[config.mk]
export PLATFORM = sky130hd
export DESIGN_NAME = writeback_stage
export DESIGN_NICKNAME = d
export VERILOG_FILES = /design/src/rtl/writeback_stage_pkg.sv /design/src/rtl/writeback_stage_wb_pipe_reg.sv /design/src/rtl/writeback_stage.sv
export SDC_FILE = /design/constraint.sdc
export NUM_CORES = 1
export LEC_CHECK = 0
export CAP_MARGIN = 20
export CORE_MARGIN = 2
export CORE_UTILIZATION = 45
export DETAILED_ROUTE_END_ITERATION = 10
export PLACE_DENSITY_LB_ADDON = 0.3
export SLEW_MARGIN = 10
export SYNTH_ARGS = -nofsm -noshare
export SYNTH_HDL_FRONTEND = slang
export SYNTH_SLANG_ARGS = --single-unit
[constraint.sdc]
create_clock -name clk -period 2.2 [get_ports clk]
set_input_delay 0.33 -clock clk [delete_from_list [all_inputs] [get_ports clk]]
set_output_delay 0.33 -clock clk [all_outputs]
set_load 0.1 [all_outputs]
[src/rtl/writeback_stage_pkg.sv]
// Shared definitions for the write-back stage: control-bundle bit
// positions (common with the control unit) and WB FSM state encodings.
package writeback_stage_pkg;

    localparam int CTRL_MTR  = 4;  // write back memory data instead of ALU result
    localparam int CTRL_REGW = 6;  // register-file write
    localparam int CTRL_IN   = 7;  // IN instruction: write back in_port
    localparam int CTRL_OUT  = 8;  // OUT instruction: drive out_port

    typedef enum logic {
        WB_RUN     = 1'b0,
        WB_WAIT_IN = 1'b1
    } wb_state_t;

endpackage

[src/rtl/writeback_stage_wb_pipe_reg.sv]
// MEM/WB pipeline register. Holds its contents while the stage is stalled;
// a flush on a capturing edge kills the incoming instruction.
module wb_pipe_reg #(
    parameter int DATA_W = 16,
    parameter int ADDR_W = 3,
    parameter int CTRL_W = 11
) (
    input  logic              clk,
    input  logic              rst,
    input  logic              stall,
    input  logic              flush,
    input  logic              mem_valid,
    input  logic [CTRL_W-1:0] mem_ctrl,
    input  logic [ADDR_W-1:0] mem_rd_addr,
    input  logic [DATA_W-1:0] mem_alu_result,
    input  logic [DATA_W-1:0] mem_read_data,
    output logic              wb_valid,
    output logic [CTRL_W-1:0] ctrl_q,
    output logic [ADDR_W-1:0] rd_q,
    output logic [DATA_W-1:0] alu_q,
    output logic [DATA_W-1:0] read_data_q
);

    // Capture the MEM stage on every non-stalled edge
    always_ff @(posedge clk or posedge rst) begin
        if (rst) begin
            wb_valid    <= 1'b0;
            ctrl_q      <= '0;
            rd_q        <= '0;
            alu_q       <= '0;
            read_data_q <= '0;
        end else if (!stall) begin
            wb_valid    <= mem_valid & ~flush;
            ctrl_q      <= mem_ctrl;
            rd_q        <= mem_rd_addr;
            alu_q       <= mem_alu_result;
            read_data_q <= mem_read_data;
        end
    end

endmodule

[src/rtl/writeback_stage.sv]
// Write-back stage: MEM/WB register, write-back source select, register
// file write port, OUT-port register and the IN-wait FSM with timeout.
module writeback_stage
    import writeback_stage_pkg::*;
#(
    parameter int DATA_W     = 16,
    parameter int ADDR_W     = 3,
    parameter int CTRL_W     = 11,
    parameter int IN_TIMEOUT = 255
) (
    input  logic              clk,
    input  logic              rst,
    input  logic              mem_valid,
    input  logic [CTRL_W-1:0] mem_ctrl,
    input  logic [ADDR_W-1:0] mem_rd_addr,
    input  logic [DATA_W-1:0] mem_alu_result,
    input  logic [DATA_W-1:0] mem_read_data,
    input  logic              flush,
    input  logic [DATA_W-1:0] in_port,
    input  logic              in_valid,
    output logic              in_ack,
    output logic              in_timeout,
    output logic              wb_stall,
    output logic [ADDR_W-1:0] WriteAddress,
    output logic              WriteEnable,
    output logic [DATA_W-1:0] WriteData,
    output logic [DATA_W-1:0] out_port,
    output logic              out_valid
);

    localparam int CNT_W = $clog2(IN_TIMEOUT + 1);
    localparam logic [CNT_W-1:0] CNT_LAST = CNT_W'(IN_TIMEOUT - 1);

    logic              wb_valid;
    logic [CTRL_W-1:0] ctrl_q;
    logic [ADDR_W-1:0] rd_q;
    logic [DATA_W-1:0] alu_q;
    logic [DATA_W-1:0] read_data_q;

    wb_state_t         state;
    logic [CNT_W-1:0]  wait_cnt;
    logic              is_in;
    logic              is_out;
    logic              timeout_hit;
    logic              commit;
    logic              unused_ctrl;

    wb_pipe_reg #(
        .DATA_W (DATA_W),
        .ADDR_W (ADDR_W),
        .CTRL_W (CTRL_W)
    ) u_pipe (
        .clk            (clk),
        .rst            (rst),
        .stall          (wb_stall),
        .flush          (flush),
        .mem_valid      (mem_valid),
        .mem_ctrl       (mem_ctrl),
        .mem_rd_addr    (mem_rd_addr),
        .mem_alu_result (mem_alu_result),
        .mem_read_data  (mem_read_data),
        .wb_valid       (wb_valid),
        .ctrl_q         (ctrl_q),
        .rd_q           (rd_q),
        .alu_q          (alu_q),
        .read_data_q    (read_data_q)
    );

    // Only a few control bits matter here; the rest of the bundle is carried along
    assign unused_ctrl = ^ctrl_q;

    assign is_in       = wb_valid & ctrl_q[CTRL_IN];
    assign is_out      = wb_valid & ctrl_q[CTRL_OUT];
    assign timeout_hit = (state == WB_WAIT_IN) && (wait_cnt == CNT_LAST);
    assign wb_stall    = is_in & ~in_valid & ~flush & ~timeout_hit;
    assign commit      = wb_valid & ~wb_stall & ~flush;

    assign WriteAddress = rd_q;
    assign WriteEnable  = commit & ctrl_q[CTRL_REGW];
    assign in_ack       = commit & ctrl_q[CTRL_IN] & in_valid;
    assign in_timeout   = commit & ctrl_q[CTRL_IN] & ~in_valid;

    // Write-back source: IN port beats memory data beats ALU result
    always_comb begin
        WriteData = alu_q;
        if (ctrl_q[CTRL_IN])
            WriteData = in_port;
        else if (ctrl_q[CTRL_MTR])
            WriteData = read_data_q;
    end

    // IN-wait FSM; the counter bounds how long an IN may hold the pipe
    always_ff @(posedge clk or posedge rst) begin
        if (rst) begin
            state    <= WB_RUN;
            wait_cnt <= '0;
        end else if (flush) begin
            state <= WB_RUN;
        end else begin
            case (state)
                WB_RUN: begin
                    if (is_in && !in_valid) begin
                        state    <= WB_WAIT_IN;
                        wait_cnt <= '0;
                    end
                end
                WB_WAIT_IN: begin
                    if (in_valid || timeout_hit)
                        state <= WB_RUN;
                    else if (wait_cnt != '1)
                        wait_cnt <= wait_cnt + 1'b1;
                end
                default: state <= WB_RUN;
            endcase
        end
    end

    // OUT-port register with a one-cycle update strobe
    always_ff @(posedge clk or posedge rst) begin
        if (rst) begin
            out_port  <= '0;
            out_valid <= 1'b0;
        end else begin
            out_valid <= commit & is_out;
            if (commit && is_out)
                out_port <= alu_q;
        end
    end

endmodule

# Word level (Yosys, flattened, before mapping)
# Cells that the tools add are included.
[word_totals] reg_bits=71 in_bits=67
[classes] n_addsub=1 eq_ne=5 muxes=10 bitwise=18 reduce_logical=6
[ops] operator="two-way mux 16 bit" n=2
[ops] operator="two-way mux 8 bit" n=3
[ops] operator="case mux 8 bit (2 select lines)" n=1
[ops] operator="bitwise AND 1 bit" n=13
[ops] operator="adder 8 x 1 -> 8 bit, second input constant" n=1
[ops] operator="equality test 8 bit, second input constant" n=1
[ops] operator="!= test 8 bit, second input constant" n=1
[ops] operator="NOT 1 bit" n=5
[ops] operator="!= test 2 bit, second input constant" n=2
[ops] operator="AND reduction 4 bit" n=1
[ops] operator="logical AND 1 bit" n=3
[ops] operator="two-way mux 1 bit" n=3
[ops] operator="!= test 2 x 1 -> 1 bit, second input constant" n=1
[ops] operator="case mux 1 bit (2 select lines)" n=1
[ops] operator="zero test 1 bit" n=1
[ops] operator="logical OR 1 bit" n=1

# Longest topological paths before layout
[depth] ltp_word=9 ltp_mapped=8 ltp_nobuf=6

# By module
# Synthesis repeated with hierarchy kept, for this count alone.
[unflattened] cells_unflattened=263 area_unflattened_um2=3435.8
[by_module_without_submodules] module="wb_pipe_reg" instances=1 cells_each=102 area_per_inst_um2=1828.0
[by_module_without_submodules] module="writeback_stage" instances=1 cells_each=161 area_per_inst_um2=1607.8

# Worst setup path before layout
# No wires, ideal clock.
[synth_path] path_kind="register to output" start="register u_pipe.ctrl_q[4]" end="output port WriteData[10]" t_arrival_ps=3182 t_required_ps=1870 setup_slack_ps=-1312 path_stages_with_launch=5 path_buffers=2 cell_sequence="dfrtp_1 clkbuf_1 buf_2 mux2i_1 o21ai_0"
[synth_between] elab_chain_cells=2
[synth_lines] element="start, declared" line_no="writeback_stage_wb_pipe_reg.sv:18" rtl="output logic [CTRL_W-1:0] ctrl_q,"
[synth_lines] element="start signal, assigned" line_no="writeback_stage_wb_pipe_reg.sv:34" rtl="ctrl_q <= mem_ctrl;"
[synth_lines] element="two-way mux 16 bit" line_no="writeback_stage.sv:88" rtl="else if (ctrl_q[CTRL_MTR])"
[synth_lines] element="two-way mux 16 bit" line_no="writeback_stage.sv:86" rtl="if (ctrl_q[CTRL_IN])"
[synth_lines] element="end, declared" line_no="writeback_stage.sv:26" rtl="output logic [DATA_W-1:0] WriteData,"
# Every way passes these cells.

# Final worst setup path
[layout_path] start="register wait_cnt[0]" end="output port WriteEnable"
[layout_between] elab_chain_cells=8
[layout_lines] element="start, declared" line_no="writeback_stage.sv:41" rtl="logic [CNT_W-1:0] wait_cnt;"
[layout_lines] element="start signal, assigned" line_no="writeback_stage.sv:111" rtl="wait_cnt <= wait_cnt + 1'b1;"
[layout_lines] element="equality test 8 bit" line_no="writeback_stage.sv:74" rtl="assign timeout_hit = (state == WB_WAIT_IN) && (wait_cnt == CNT_LAST);"
[layout_lines] element="logical AND 1 bit" line_no="writeback_stage.sv:74"
[layout_lines] element="NOT 1 bit" line_no="writeback_stage.sv:75" rtl="assign wb_stall = is_in & ~in_valid & ~flush & ~timeout_hit;"
[layout_lines] element="bitwise AND 1 bit" line_no="writeback_stage.sv:75"
[layout_lines] element="NOT 1 bit" line_no="writeback_stage.sv:76" rtl="assign commit = wb_valid & ~wb_stall & ~flush;"
[layout_lines] element="bitwise AND 1 bit (2 in series)" line_no="writeback_stage.sv:76"
[layout_lines] element="bitwise AND 1 bit" line_no="writeback_stage.sv:79" rtl="assign WriteEnable = commit & ctrl_q[CTRL_REGW];"
[layout_lines] element="end, declared" line_no="writeback_stage.sv:25" rtl="output logic WriteEnable,"
# Every way passes these cells.

==> flow_summary.toml <==
[critical_path]
crit_required_ps = 1870
max_stage_delay_ps = 440
cp_top_family = "flip-flops"
cp.depth = 6
cp.arrival_ps = 1760
rr_worst_depth = 8
worstSetupEndpointType = "primary output"
critPathKind = "flip-flop to primary output"
path_max_fanout = 7
cp_cell_sequence = "inv_1 -> ha_1 -> nand4_2 -> o21bai_4 -> and3_2 -> buf_12"
crit_slowest_cell = "dfrtp_1"
crit_buf_inv = 2
startpoint_type = "flip-flop"

[timing]
skew_ps = 5.017
hold_viol_final = 0
timing.hold.ws_ps = 386.7
fmax_ghz = 0.4791
slew_headroom = 0.6470
setup_viol = 0
slew_viol_final = 0
period_minus_slack_ps = 2087
setup_ws_ps = 112.7
worst_pin_slew_ps = 525.9
rsz0062_at_grt = "false"
fin_crit_sh = 0.9488

[flow_run]
drv_cap = 0

[routing]
num_vias = 2370
viasPerCell = 5.278
post-route-drc-count = 0
ant_nets = 0
dr.pass1.iters = 4
wire_per_inst_um = 16.07
drt_wl_total_um = 7215
drtIter0Drc = 154

[yosys]
yosysMostFrequentCell = "dfrtp_1"
ys_ff_latch = 66
ys_types = 36
syn_nets = 316
synth_top_cell_by_area = "dfrtp_1"
synth_edf_count = 0
synth_ff_type = "dfrtp_1"
async_reset_ff_frac = 1.000
synthDominantCellAreaShare = 0.5280
netlist_area_mm2 = 0.003128
syn_area_per_cell_um2 = 12.66
netlist_top_cells_area = "dfrtp_1 53%, mux2_2 16%, mux2i_1 5.4%"
yosys-top-cells-count = "66 x dfrtp_1, 45 x mux2_2, 21 x nand2_1"
yosys_warnings = 0
synth_cells = 247
ys_seq_area_frac = 0.5280

[global_routing]
grtUsageTotal = 0.2101
grt.overflow.total = 0
antenna_found_initial = 0
grt_pass1_wl_um = 12050
first_global_vias = 2550
grt_max_degree = 39

[clock_network]
tritoncts = "done"
htreeDepth = 3
clockBufferDepth = 2
clkSlewWorstSetupHoldPaths_ps = 70
worstSkewPairLatency_ps = 330
post_cts_hold_buffer_count = 0
cts_buffers = 9
cts_root_buf = "clkbuf_8"
clock_sinks = 66

[pwr]
p_switching_mw = 1.590
finalPower_mw = 4.129
power.share.sequential = 0.349
p_per_area_mw_per_mm2 = 865.6
clkPwrFrac = 0.279
cellLeakagePower_nw = 2.203
p_int_mw = 2.538
swShare = 0.3852
ir_drop_mv = 0.8220
comb_power_share = 0.372

[die]
die-area_mm2 = 0.007634
io_pins = 107
die_w_um = 87.38
num_rows = 30
core_mm2 = 0.006756
fp.dieH_um = 87.38
start_util = 0.4630

[layout]
antenna_cells = 0
final_cells = 449
nNetsFinal = 433
synthToLayoutAreaGrowth_pct = 52.48
finalInstanceArea_mm2 = 0.004770
drive_gt1_frac = 0.4011

[placed_design]
post-place-cells = 429
dpl_cell_area_mm2 = 0.004507
dp_slack_ps = 80.79
portBuffers = 99
place.gp.congestion = 0.8561
hpwl_um = 5291

[outcome]
status = "complete, no violations"

[worst_hold_path]
hold_class = "primary input to asynchronous set/reset pin"
==> final timing paths <==
kind                                  startpoint               end  slack [ps]
worst max register to register       wait_cnt[0]      out_port[11]         130
min in group clk                u_pipe.ctrl_q[6]  u_pipe.ctrl_q[6]         510
worst min-delay path                         rst       out_port[0]         390
worst max-delay path                 wait_cnt[0]       WriteEnable         110
worst min register to register  u_pipe.ctrl_q[6]  u_pipe.ctrl_q[6]         510
max in group asynchronous                    rst       out_port[7]        1420
==> worst min-delay path, cell delays in order <==
cell,delay [ps]
clkdlybuf4s50_1,410
inv_2,60
buf_4,320
==> sequential cells by signal (all words and copies together), names as in the netlist <==
| name | count |
|---|---|
| state | 1 |
| u_pipe.read_data_q | 16 |
| u_pipe.ctrl_q | 4 |
| out_valid | 1 |
| wait_cnt | 8 |
| u_pipe.alu_q | 16 |
| out_port | 16 |
| u_pipe.wb_valid | 1 |
| u_pipe.rd_q | 3 |
==> through the flow <==
step / setup TNS, ps / util
floorplan: -2075 / -
global placement: 0 / 0.6670
detailed placement: 0 / 0.6670
CTS: 0 / 0.7054
global route: 0 / 0.7059
finish: 0 / 0.7059
==> metal layers <==
layer  part of all wire  wire [µm]  GRT usage
met4              0.020        141    0.08112
met2               0.50       3575     0.3492
met3              0.069        497    0.07109
met1               0.42       3001     0.2512
met5                  0          0          0
==> cells in the final DEF, fill, tap and decap left out, drive strengths merged <==
| cell | synthesis | layout |
|---|---|---|
| o21ai | 20 | 20 |
| nand2 | 21 | 21 |
| mux2i | 17 | 17 |
| nand4 | 5 | 5 |
| and3 | 6 | 6 |
| nand3 | 3 | 3 |
| o21a | 1 | 1 |
| ha | 2 | 2 |
| a211o | 4 | 4 |
| or3 | 1 | 1 |
| nor2 | 4 | 4 |
| nand2b | 1 | 1 |
| nor2b | 1 | 1 |
| nand4bb | 1 | 1 |
| nor3b | 1 | 1 |
| bufinv | 0 | 2 |
| nor4 | 3 | 3 |
| inv | 5 | 5 |
| clkdlybuf4s50 | 0 | 59 |
| o21bai | 2 | 2 |
| a21oi | 3 | 3 |
| dfrtp | 66 | 66 |
| mux2 | 54 | 54 |
| and4 | 1 | 1 |
| clkbuf | 6 | 12 |
| a21o | 3 | 3 |
| o22a | 1 | 1 |
| o31a | 1 | 1 |
| buf | 8 | 61 |
| clkinv | 0 | 2 |
| nor3 | 4 | 4 |
| o211a | 2 | 2 |
==> power groups by stage <==
stage               Combinational [mW]  Sequential (mW)  Clock [mW]
floorplan                        0.510             2.03           0
global placement                  1.53             1.46           0
detailed placement                1.54             1.46           0
CTS                               1.55             1.44        1.18
global route                      1.60             1.46        1.24
finish                            1.54             1.44        1.15
==> repair_timing <==
| item | 4_1_cts | 5_1_grt |
|---|---|---|
| pin swaps | 1 | 1 |
| resized for setup | 0 | 1 |
| endpoints found under the setup margin | 1 | 8 |
| gates cloned | 0 | 0 |
| setup buffers | 4 | 0 |
==> final cells by class <==
| class | count | area, µm² |
|---|---|---|
| flip-flops and latches | 66 | 1653 |
| well taps | 80 | 100.1 |
| multi-input cells | 162 | 1454 |
| inverters | 5 | 18.77 |
| repair buffers | 120 | 1315 |
| clock inverters | 4 | 73.82 |
| clock buffers | 12 | 155.1 |
| fillers | 494 | 1987 |
==> kinds of logic (layout without fill, tap and decap cells) <==
group	Yosys count	in the layout	share of synthesized area
mux	71	71	0.2596
compound gates	37	37	0.07800
fa+ha+maj	2	2	0.007999
flops	66	66	0.5280
buf+inv	19	141	0.03160
simple gates	52	52	0.09480
Note: power is estimated with default switching activity, not from simulation.
